==> src/rtl/minmax_pkg.sv <==
// Shared types and defaults for the min/max frame loader and its
// result register.
package minmax_pkg;

    localparam int DW_DEF     = 16;
    localparam int N_REGS_DEF = 8;

    typedef enum logic [1:0] {
        S_LOAD   = 2'd0,
        S_SETTLE = 2'd1,
        S_WAIT   = 2'd2,
        S_HOLD   = 2'd3
    } state_t;

    localparam int RES_VAL_W = DW_DEF;
    localparam int RES_ERR_W = 1;

    typedef struct packed {
        logic [RES_ERR_W-1:0] err;
        logic [RES_VAL_W-1:0] max;
        logic [RES_VAL_W-1:0] min;
        logic [RES_VAL_W-1:0] range;
    } result_t;

endpackage

==> src/rtl/minmax_result_reg.sv <==
// Latches the finder result (or a timeout error) and holds it on a
// valid/ready port until downstream takes it.
module minmax_result_reg
    import minmax_pkg::*;
#(
    parameter int DW = DW_DEF
) (
    input  logic          clk,
    input  logic          rst_n,
    input  logic          i_cap,
    input  logic          i_tmo,
    input  logic [DW-1:0] i_max,
    input  logic [DW-1:0] i_min,
    input  logic          i_ready,
    output logic          o_valid,
    output logic          o_done,
    output logic [DW-1:0] o_max,
    output logic [DW-1:0] o_min,
    output logic [DW-1:0] o_range,
    output logic          o_err
);

    logic          r_valid;
    logic [DW-1:0] r_max;
    logic [DW-1:0] r_min;
    logic [DW-1:0] r_range;
    logic          r_err;
    logic [DW-1:0] w_range;

    // unsigned, wraps modulo 2^DW when max < min
    assign w_range = i_max - i_min;
    assign o_done  = r_valid & i_ready;

    always_ff @(posedge clk or negedge rst_n) begin
        if (!rst_n) begin
            r_valid <= 1'b0;
            r_max   <= '0;
            r_min   <= '0;
            r_range <= '0;
            r_err   <= 1'b0;
        end else if (i_cap) begin
            r_valid <= 1'b1;
            r_max   <= i_max;
            r_min   <= i_min;
            r_range <= w_range;
            r_err   <= (i_max < i_min);
        end else if (i_tmo) begin
            r_valid <= 1'b1;
            r_max   <= '0;
            r_min   <= '0;
            r_range <= '0;
            r_err   <= 1'b1;
        end else if (o_done) begin
            r_valid <= 1'b0;
        end
    end

    assign o_valid = r_valid;
    assign o_max   = r_max;
    assign o_min   = r_min;
    assign o_range = r_range;
    assign o_err   = r_err;

endmodule

==> src/rtl/minmax_frame_loader.sv <==
// Packs runs of N_REGS samples into finder register writes, then
// collects max/min/range per frame and hands it downstream.
module minmax_frame_loader
    import minmax_pkg::*;
#(
    parameter int DW            = DW_DEF,
    parameter int N_REGS        = N_REGS_DEF,
    parameter int SETTLE_CYCLES = 2,
    parameter int TIMEOUT       = 64
) (
    input  logic                      clk,
    input  logic                      rst_n,
    input  logic                      in_valid,
    output logic                      in_ready,
    input  logic [DW-1:0]             in_data,
    output logic                      wr_en,
    output logic [$clog2(N_REGS)-1:0] wr_reg,
    output logic [DW-1:0]             wr_data,
    input  logic [DW-1:0]             fnd_max,
    input  logic [DW-1:0]             fnd_min,
    input  logic                      fnd_valid,
    output logic                      out_valid,
    input  logic                      out_ready,
    output logic [DW-1:0]             out_max,
    output logic [DW-1:0]             out_min,
    output logic [DW-1:0]             out_range,
    output logic                      out_err,
    output logic [7:0]                frame_cnt
);

    localparam int IW   = $clog2(N_REGS);
    localparam int CMAX = (TIMEOUT > SETTLE_CYCLES) ? TIMEOUT : SETTLE_CYCLES;
    localparam int CW   = $clog2(CMAX + 1);

    localparam logic [IW-1:0] LAST_IDX = IW'(N_REGS - 1);
    localparam logic [CW-1:0] SET_END  = CW'(SETTLE_CYCLES);
    localparam logic [CW-1:0] TMO_END  = CW'(TIMEOUT - 1);

    state_t        r_state;
    state_t        w_next;
    logic [IW-1:0] r_idx;
    logic [CW-1:0] r_cnt;
    logic          r_in_ready;
    logic          r_wr_en;
    logic [IW-1:0] r_wr_reg;
    logic [DW-1:0] r_wr_data;
    logic [7:0]    r_frame;

    logic w_acc;
    logic w_cap;
    logic w_tmo;
    logic w_done;

    // r_in_ready is only ever set while heading into LOAD
    assign w_acc = in_valid & r_in_ready;
    assign w_cap = (r_state == S_WAIT) & fnd_valid;
    assign w_tmo = (r_state == S_WAIT) & ~fnd_valid & (r_cnt == TMO_END);

    always_comb begin
        w_next = r_state;
        unique case (r_state)
            S_LOAD: begin
                if (w_acc && (r_idx == LAST_IDX))
                    w_next = S_SETTLE;
            end
            S_SETTLE: begin
                if (r_cnt == SET_END)
                    w_next = S_WAIT;
            end
            S_WAIT: begin
                if (w_cap || w_tmo)
                    w_next = S_HOLD;
            end
            S_HOLD: begin
                if (w_done)
                    w_next = S_LOAD;
            end
            default: w_next = S_LOAD;
        endcase
    end

    always_ff @(posedge clk or negedge rst_n) begin
        if (!rst_n) begin
            r_state    <= S_LOAD;
            r_idx      <= '0;
            r_cnt      <= '0;
            r_in_ready <= 1'b0;
            r_frame    <= '0;
        end else begin
            r_state    <= w_next;
            r_in_ready <= (w_next == S_LOAD);
            if (w_acc)
                r_idx <= (r_idx == LAST_IDX) ? '0 : r_idx + 1'b1;
            // SETTLE spans the final write cycle plus SETTLE_CYCLES idle ones
            if (w_next != r_state)
                r_cnt <= '0;
            else if (r_state == S_SETTLE || r_state == S_WAIT)
                r_cnt <= r_cnt + 1'b1;
            if (w_done)
                r_frame <= r_frame + 8'd1;
        end
    end

    always_ff @(posedge clk or negedge rst_n) begin
        if (!rst_n) begin
            r_wr_en   <= 1'b0;
            r_wr_reg  <= '0;
            r_wr_data <= '0;
        end else begin
            r_wr_en <= w_acc;
            if (w_acc) begin
                r_wr_reg  <= r_idx;
                r_wr_data <= in_data;
            end
        end
    end

    minmax_result_reg #(
        .DW (DW)
    ) u_res (
        .clk     (clk),
        .rst_n   (rst_n),
        .i_cap   (w_cap),
        .i_tmo   (w_tmo),
        .i_max   (fnd_max),
        .i_min   (fnd_min),
        .i_ready (out_ready),
        .o_valid (out_valid),
        .o_done  (w_done),
        .o_max   (out_max),
        .o_min   (out_min),
        .o_range (out_range),
        .o_err   (out_err)
    );

    assign in_ready  = r_in_ready;
    assign wr_en     = r_wr_en;
    assign wr_reg    = r_wr_reg;
    assign wr_data   = r_wr_data;
    assign frame_cnt = r_frame;

endmodule
==> config.mk <==
export PLATFORM = sky130hd
export DESIGN_NAME = minmax_frame_loader
export DESIGN_NICKNAME = d
export VERILOG_FILES = /design/src/rtl/minmax_pkg.sv /design/src/rtl/minmax_result_reg.sv /design/src/rtl/minmax_frame_loader.sv
export SDC_FILE = /design/constraint.sdc
export NUM_CORES = 1
export LEC_CHECK = 0
export ABC_AREA = 1
export CORE_ASPECT_RATIO = 1.1
export CORE_MARGIN = 2
export CORE_UTILIZATION = 35
export DETAILED_ROUTE_END_ITERATION = 12
export PLACE_DENSITY = 0.6
export SYNTH_ARGS = -nofsm -noshare
export SYNTH_HDL_FRONTEND = slang
export SYNTH_SLANG_ARGS = --single-unit
==> constraint.sdc <==
create_clock -name clk -period 1.7 [get_ports clk]
set_input_delay 0.34 -clock clk [delete_from_list [all_inputs] [get_ports clk]]
set_output_delay 0.34 -clock clk [all_outputs]
set_load 0.1 [all_outputs]
==> run metrics <==
status=finished, final reports clean; Finished Cell Area=8050 um2; Cell Area, Placed=about 7200 um2; antenna violations before repair=2; Site Rows=43; DP HPWL=~9.5 mm; Core ar.=12600 um2; unrepaired setup endpoints after global routing=true; Max Clock Skew=0.00869 ns; cell taking the most area after synthesis=dfrtp_1; Clock Latency Late Sink=0.35 ns; YS warnings=0; ys async rst share=1.00; Setup WS post-layout=0.0610 ns; Worst-path clk slew=0.07 ns; RD Place Congestion=about 0.9; first-pass GRT wire length=between 20 and 25 mm; Reg area=2280 um2; Yosys cell types=35; Tot GR Track Use=0.190; post-layout util=0.636; worst-margin pin slew=a little under 0.4 ns; TritonCTS clock tree=yes; TritonCTS buffer count=9; Max Fclk=610 MHz; Worst R2R Start=r_state[0]; # nets final=791; Initial DRT Pass Iterations=5; Mapped Nets=607; Worst Hold Launch=fnd_min[3]; P&R area growth vs syn=77.3%; ratio of cells with drive above 1 in the final layout=0.339; MaxCap Viol Count=0; Final Max Tran Viols=0; antenna-violating nets left=0; setup violators final=0; Critical Path RT=1.94 ns; Setup crit end kind=flop; die width=113 um; Initial DRC Count=a little under 200; Syn Area/Cell=~8.6 um2; WS Path Type=primary input to flop; top_reg_cell synth=dfrtp_1; CTS max path bufs=2; Via density=4.87; sequential share of the synthesized area=0.502; number of flops mapped to enable cells by yosys=0; CTS Sinks=between 90 and 100; Die Y-Extent=123 um; filler cell count in the final layout=996; worst hold margin=0.328 ns; area of the multi-input gates=2430 um2; cell count after synthesis=527; vias=~4300; flops & latches, synth=91; CTS Root Buffer Type=clkbuf_16; Slowest cell on crit path=clkdlybuf4s50_1; final routed DRC violation total=0; PortBufs=131; most frequent cells in the layout=nand2_1, dfrtp_1, buf_12; H-tree depth=3; average wire per standard cell=about 15 um; crit path launch type=primary input; gr ovfl total=0; vias in the first global route=4285; Initial Utilization=0.359; I/O pin total=132; Final Hold Fails=0; Post-Syn Area=approximately 4500 um2; cell mode on critical path=nand2_1; final worst-path cycle share=0.964; pin count of the biggest net entering global routing=37; worst stage delay on the critical path=roughly 0.47 ns; CP Launch Point=fnd_min[12]; fin crit period=1.64 ns; Die ar.=13900 um2; Critical Path AT=1.87 ns; Synth top area share=0.502; Post-Place Setup Slack=-0.538 ns; Synth area leaders=dfrtp_1, nand2_1, ha_1; Relative slew margins=0.743; r2r setup slk=0.08 ns; Tightest Hold Check Type=primary input to flop; routed wire length=about 13 mm; worst-path fanout max=4; commonest non-fill, non-tap cell in the layout=nand2_1; CP Cell Sequence=clkdlybuf4s50_1 -> inv_2 -> ha_4 -> nand2_4 -> buf_4 -> nor4_4 -> nand2_1 -> nand2_1 -> nand2_1 -> nand3_1 -> nand2_1
cell type report:
type,count,area share
inverter,47,0.0219
timing repair buffer,186,0.326
multi-input combinational,376,0.302
tap,157,0.0244
sequential,91,0.284
clock inverter,6,0.0118
antenna,2,0.000622
clock buffer,10,0.0297
metrics by stage:
step,std cells,setup TNS [ns]
3_5_place_dp,847,-6.83
4_1_cts,866,-0.00413
6_report,875,0
3_3_place_gp,847,-6.25
5_1_grt,875,-0.101
2_1_floorplan,527,-0.0186
cell usage after synthesis (2+ instances only):
cell type,n
dfrtp_1,91
o21bai_1,3
a21oi_1,20
xor2_1,7
nand4_1,4
inv_1,45
a22o_1,15
o21ai_0,32
nor3_1,2
ha_1,26
nand2_1,177
buf_6,2
nor2_1,33
nand3_1,24
buf_2,5
nand2_2,2
clkbuf_1,5
nand3b_1,4
a21o_1,2
o21ai_1,5
xnor2_1,8
o21ai_2,2
logic make-up after synthesis:
group | after synthesis | synth area share
fa+ha+maj | 27 | 0.0761
buf+inv | 60 | 0.0543
compound gates | 82 | 0.109
xor+xnor | 15 | 0.0290
simple gates | 252 | 0.230
flops | 91 | 0.502
path summary, 6_finish.rpt:
path | to | cells after the start
min in group asynchronous | frame_cnt[7] | 2
setup reg to reg | u_res.o_max[6] | 9
setup / recovery | u_res.o_range[13] | 11
hold / removal | u_res.o_min[3] | 3
max in group asynchronous | in_ready | 3
hold reg to reg | wr_reg[1] | 2
critical path, delay by kind of cell:
family	cells	cell delay [ns]
buffers and inverters	3	0.68
and+or+nand+nor	7	0.54
adders and majority gates	1	0.30
per-layer routing:
layer / share of wire / global-route usage / vias up
li1: - / - / 2078
met1: 0.42 / 0.244 / 2034
met2: 0.51 / 0.318 / 130
met3: 0.052 / 0.0402 / 17
met4: 0.018 / 0.0709 / 0
met5: 0 / 0 / -
repair_timing:
action	in CTS	in global routing
endpoints found under the hold margin	24	0
endpoints found under the setup margin	29	48
resized for setup	33	82
pin swaps	9	30
hold buffers	1	0
setup buffers	2	7
Power is left out: the tool's default activity adds up to more than one toggle a clock period on the data nets, which glitch-free logic cannot reach.
